`config.mk`:
```
export PLATFORM = sky130hd
export DESIGN_NAME = bypass_scoreboard
export DESIGN_NICKNAME = d
export VERILOG_FILES = /design/src/rtl/bypass_scoreboard.sv
export SDC_FILE = /design/constraint.sdc
export NUM_CORES = 1
export LEC_CHECK = 0
export BUFFER_PORTS_ARGS = -buffer_cell sky130_fd_sc_hd__buf_4
export CAP_MARGIN = 5
export CORE_AREA = 2 2 108 110
export DETAILED_ROUTE_END_ITERATION = 16
export DIE_AREA = 0 0 110 112
export HOLD_SLACK_MARGIN = 0.06
export PLACE_DENSITY = 0.85
export SYNTH_ARGS = -nofsm -noshare
export SYNTH_HDL_FRONTEND = slang
export SYNTH_SLANG_ARGS = --single-unit
export TNS_END_PERCENT = 100
```
`constraint.sdc`:
```
create_clock -name clk -period 4.2 [get_ports clk]
set_input_delay 0.21 -clock clk [delete_from_list [all_inputs] [get_ports clk]]
set_output_delay 0.21 -clock clk [all_outputs]
set_load 0.02 [all_outputs]
```
`src/rtl/bypass_scoreboard.sv`:
```
// Operand bypass scoreboard: tracks in-flight results behind EX, forwards the
// youngest matching result to each EX read port and stalls on unarrived loads.
module bypass_scoreboard #(
  parameter int WIDTH      = 32,
  parameter int NREAD      = 2,
  parameter int DEPTH      = 2,
  parameter int LOAD_STAGE = 1
) (
  input  logic                   clk,
  input  logic                   rst_n,
  input  logic                   ex_valid,
  input  logic                   ex_we,
  input  logic                   ex_is_load,
  input  logic [4:0]             ex_rd,
  input  logic [WIDTH-1:0]       ex_result,
  input  logic [WIDTH-1:0]       ld_data,
  input  logic                   flush,
  input  logic [NREAD*5-1:0]     ex_rs,
  input  logic [NREAD*WIDTH-1:0] rf_data,
  output logic [NREAD*WIDTH-1:0] opnd,
  output logic [NREAD*3-1:0]     fwd_sel,
  output logic                   stall,
  output logic                   wb_valid,
  output logic [4:0]             wb_rd,
  output logic [WIDTH-1:0]       wb_data,
  output logic [15:0]            stall_cnt
);

  // Index i holds stage i+1 (index 0 = MEM, index DEPTH-1 = WB).
  logic [DEPTH-1:0] valid_r;
  logic [DEPTH-1:0] we_r;
  logic [DEPTH-1:0] load_r;
  logic [4:0]       rd_r   [DEPTH];
  logic [WIDTH-1:0] data_r [DEPTH];
  logic [15:0]      stall_cnt_r;

  logic [DEPTH-1:0] ready_s;
  logic [NREAD-1:0] port_stall_s;
  logic             stall_s;
  logic             accept_s;
  logic [4:0]       rs_s;
  logic             hit_s;
  logic             sel_ready_s;
  logic [2:0]       sel_stage_s;
  logic [WIDTH-1:0] sel_data_s;

  function automatic logic stage_match(input logic v, input logic we,
                                       input logic [4:0] rd, input logic [4:0] rs);
    return v && we && (rd == rs) && (rs != 5'd0);
  endfunction

  // A load entry only carries valid data once it has moved past the load stage.
  always_comb begin
    ready_s = '0;
    for (int i = 0; i < DEPTH; i++) begin
      if (load_r[i] && ((i + 1) <= LOAD_STAGE)) begin
        ready_s[i] = 1'b0;
      end else begin
        ready_s[i] = 1'b1;
      end
    end
  end

  // Per-port selection: scanning oldest to youngest lets the youngest match win.
  always_comb begin
    opnd         = rf_data;
    fwd_sel      = '0;
    port_stall_s = '0;
    rs_s         = 5'd0;
    hit_s        = 1'b0;
    sel_ready_s  = 1'b0;
    sel_stage_s  = 3'd0;
    sel_data_s   = '0;
    for (int p = 0; p < NREAD; p++) begin
      rs_s        = ex_rs[p*5 +: 5];
      hit_s       = 1'b0;
      sel_ready_s = 1'b0;
      sel_stage_s = 3'd0;
      sel_data_s  = '0;
      for (int i = DEPTH - 1; i >= 0; i--) begin
        if (stage_match(valid_r[i], we_r[i], rd_r[i], rs_s)) begin
          hit_s       = 1'b1;
          sel_ready_s = ready_s[i];
          sel_stage_s = 3'(i + 1);
          sel_data_s  = data_r[i];
        end else begin
          hit_s       = hit_s;
        end
      end
      if (hit_s && sel_ready_s) begin
        opnd[p*WIDTH +: WIDTH] = sel_data_s;
        fwd_sel[p*3 +: 3]      = sel_stage_s;
      end else if (hit_s) begin
        port_stall_s[p] = 1'b1;
      end else begin
        port_stall_s[p] = 1'b0;
      end
    end
  end

  assign stall_s  = ex_valid & (|port_stall_s);
  assign accept_s = ex_valid & ~stall_s & ~flush;
  assign stall    = stall_s;

  // Pipeline advance: EX enters stage 1 (or a bubble), older stages shift down.
  always_ff @(posedge clk or negedge rst_n) begin
    if (!rst_n) begin
      valid_r <= '0;
      we_r    <= '0;
      load_r  <= '0;
      for (int i = 0; i < DEPTH; i++) begin
        rd_r[i]   <= 5'd0;
        data_r[i] <= '0;
      end
    end else begin
      valid_r[0] <= accept_s;
      we_r[0]    <= ex_we;
      load_r[0]  <= ex_is_load;
      rd_r[0]    <= ex_rd;
      data_r[0]  <= ex_result;
      for (int i = 1; i < DEPTH; i++) begin
        valid_r[i] <= valid_r[i-1];
        we_r[i]    <= we_r[i-1];
        load_r[i]  <= load_r[i-1];
        rd_r[i]    <= rd_r[i-1];
        // Load data replaces the address as the entry leaves the load stage.
        if ((i == LOAD_STAGE) && valid_r[i-1] && load_r[i-1]) begin
          data_r[i] <= ld_data;
        end else begin
          data_r[i] <= data_r[i-1];
        end
      end
    end
  end

  // Saturating count of stalled cycles.
  always_ff @(posedge clk or negedge rst_n) begin
    if (!rst_n) begin
      stall_cnt_r <= 16'd0;
    end else if (stall_s && (stall_cnt_r != 16'hFFFF)) begin
      stall_cnt_r <= stall_cnt_r + 16'd1;
    end else begin
      stall_cnt_r <= stall_cnt_r;
    end
  end

  assign stall_cnt = stall_cnt_r;
  assign wb_valid  = valid_r[DEPTH-1] & we_r[DEPTH-1];
  assign wb_rd     = rd_r[DEPTH-1];
  assign wb_data   = data_r[DEPTH-1];

endmodule
```
==> qor.yml <==
logic_synthesis:
  synth_cells: 414
  synth.area.top_cells: "dfrtp_1, a22o_1, a21o_1, mux2_2, buf_4"
  synthArstFlopShare: 1.00
  ys_seq_elements: 95
  synth_compound_area_frac: 0.219
  syn_area_mm2: 0.00490
  yosysTopAreaCellShare: 0.485
  synth_top_family_by_area: "compound AO/OA/AOI/OAI gates"
  ys_seq_area_frac: 0.485
  synth_ff_type: "dfrtp_1"
  muxShareOfSynthArea: 0.0781
  synth_top_cell_by_area: "dfrtp_1"
  synth_warnings: 0
  avgSynthCellArea_um2: 11.8
  synthAdderAreaFrac: 0.00255
  synthXorXnorAreaFrac: 0.0572
  synth_simple_gate_area_frac: 0.0684
  ys_top_cells_by_count: "dfrtp_1, a21o_1, a22o_1, buf_4, mux2_2"
  synth_edf_count: 0
  synthDistinctLibCells: 34
  yosysMostFrequentCell: "dfrtp_1"
drt:
  routedWlPerCell_um: 18.9
  antenna_left: 0
  wirelength_um: 15700
  via_count: 4449
  drtPass1Iterations: 4
  drc_errors: 0
  vias_per_cell: 5.35
  drt_iter0_drc: 303
setup_path:
  slowest_delay_ns: 0.59
  rr_startpoint: "rd_r[8]"
  crit_fanout: 34
  crit_top_cell: "buf_4"
  endpoint_kind: "output port"
  ff2ff_path_depth: 5
  path_buf_inv: 3
  cp_cell_sequence: "xor2_1 > nor4_1 > and3_1 > nor3_2 > buf_4 > nor2_2 > buf_4 > a21o_1 > buf_4"
  crit_type: "flop to output port"
  startpoint_type: "flop"
  slowest_stage: "nor2_2"
  arrival_ns: 3.21
  rr_endpoint: "stall_cnt[1]"
  path_delay_family: "simple AND/OR/NAND/NOR gates"
  cp.required_ns: 3.99
  r2r_slack_ns: 1.92
worst_hold_path:
  min_path_cells: 2
  min_path_type: "input port to flop"
  min_from: "ld_data[14]"
  worstHoldEndpoint: "wb_data[14]"
clock_tree:
  htree_levels: 3
  numCtsBuffers: 9
  cts.repair.resized: 0
  clock_sinks: 95
  root_buffer: "clkbuf_16"
  tritoncts: "yes"
  clk_pin_slew_ns: 0.07
  cts_buffer_depth: 2
  clk_latency_ns: 0.33
grt:
  grt_first_pass_wirelength_um: 23900
  grt_overflow: 0
  grt_pass1_vias: 4750
  grt_max_degree: 54
  antenna_found_initial: 1
  track_usage: 0.251
timing:
  max_slew_margin: 0.407
  grt_setup_unrepaired: "false"
  final_hold_viol_count: 0
  fin_crit_ns: 3.42
  final_max_slew_viol_count: 0
  finClkSkew_ns: 0.00947
  fin_ws_ns: 0.785
  setup_viol: 0
  hold-worst-slack_ns: 0.109
  fmax_ghz: 0.293
  tns_ns: 0
  tightestPinTransition_ns: 0.887
  timing.final.crit_share: 0.813
power:
  total_power_mw: 2.27
  ir_drop_mv: 0.186
  power.density_mw_per_mm2: 304
  p_leak_nw: 3.85
place:
  dp.cells: 774
  pre_cts_ws_ns: 1.19
  portBuffers: 271
  dp_hpwl_um: 11300
  place.gp.congestion: 0.830
  place_area_mm2: 0.00677
floorplanning:
  die-height_um: 112
  dieArea_mm2: 0.0123
  core_mm2: 0.0112
  die_width_um: 110
  pin_count: 274
  start_util: 0.438
  core.rowCount: 39
layout:
  layout-drive-gt1-share: 0.492
  utilization: 0.669
  regArea_mm2: 0.00238
  final_cells: 831
  final_area_mm2: 0.00748
  final_nets: 832
  multi_input_area_mm2: 0.00212
  nFillCells: 825
  syn2layout_area_growth_pct: 52.6
run_status:
  status: "completed"
run:
  drv_cap: 0
## flip-flops by register name (all words and copies together) (netlist names)
name,count
data_r,32
wb_data,32
stall_cnt,16
rd_r,5
wb_rd,5
valid_r,2
we_r,2
load_r,1
## final cells by class
type                       instances  share of cell area
timing repair buffer             318               0.333
sequential                        95               0.318
multi-input combinational        256               0.283
clock buffer                       9              0.0301
tap                              143              0.0239
clock inverter                     7              0.0107
inverter                           2             0.00100
antenna                            1            0.000335
## kinds of logic after synthesis
logic type	count (synthesis)
AO/OA/AOI/OAI	132
flip-flops	95
buffers and inverters	64
AND/OR/NAND/NOR	55
multiplexers	34
XOR/XNOR	32
adder cells (fa/ha/maj)	1
other	1
## worst reg2reg max path: cells and delay by family (launching register included)
kind	cells	cell delay (ns)
simple gates	2	0.66
compound gates	1	0.53
flops	1	0.43
mux	1	0.39
xor+xnor	1	0.18
## metal layers
layer / global-route usage / share of wire / routed length (um) / vias up
met5: 0 / 0 / 0 / -
met4: 0.0785 / 0.016 / 246 / 0
met3: 0.0597 / 0.068 / 1060 / 18
met2: 0.463 / 0.54 / 8500 / 185
met1: 0.277 / 0.37 / 5870 / 2230
li1: - / - / - / 2016
## report_power, final
group          internal, mW  leakage, nW  switching [mW]  total (mW)
Combinational         0.245         2.56           0.198       0.443
Sequential            0.961         1.15          0.0421        1.00
Clock                 0.468        0.143           0.356       0.824
## cell usage in the layout (no fill, tap or decap), drive strengths merged, types with 3 or more instances in the layout
cell type | Yosys | final
a21o | 64 | 64
a22o | 64 | 64
and3 | 7 | 7
buf | 51 | 278
clkbuf | 11 | 9
dfrtp | 95 | 95
dlygate4sd3 | 0 | 40
inv | 2 | 4
mux2 | 34 | 34
nand2 | 9 | 9
nand3 | 11 | 11
nand4 | 6 | 6
nor2 | 8 | 8
nor4 | 3 | 3
xnor2 | 24 | 24
xor2 | 8 | 8
## timing repair
item,in CTS,in global routing
endpoints found under the hold margin,91,0
hold buffers,40,0
setup buffers,0,0
## how the worst max path moves through the flow
| stage | startpoint | end | depth (start not counted) |
|---|---|---|---|
| after global placement | rd_r[6] | opnd[22] | 9 |
| after global routing | rd_r[9] | opnd[24] | 9 |
| final | rd_r[8] | opnd[27] | 9 |
| after CTS | rd_r[6] | opnd[29] | 9 |
| after detailed placement | rd_r[6] | opnd[29] | 9 |
| after floorplan | rd_r[7] | opnd[54] | 7 |
(Power assumes the default switching activity.)
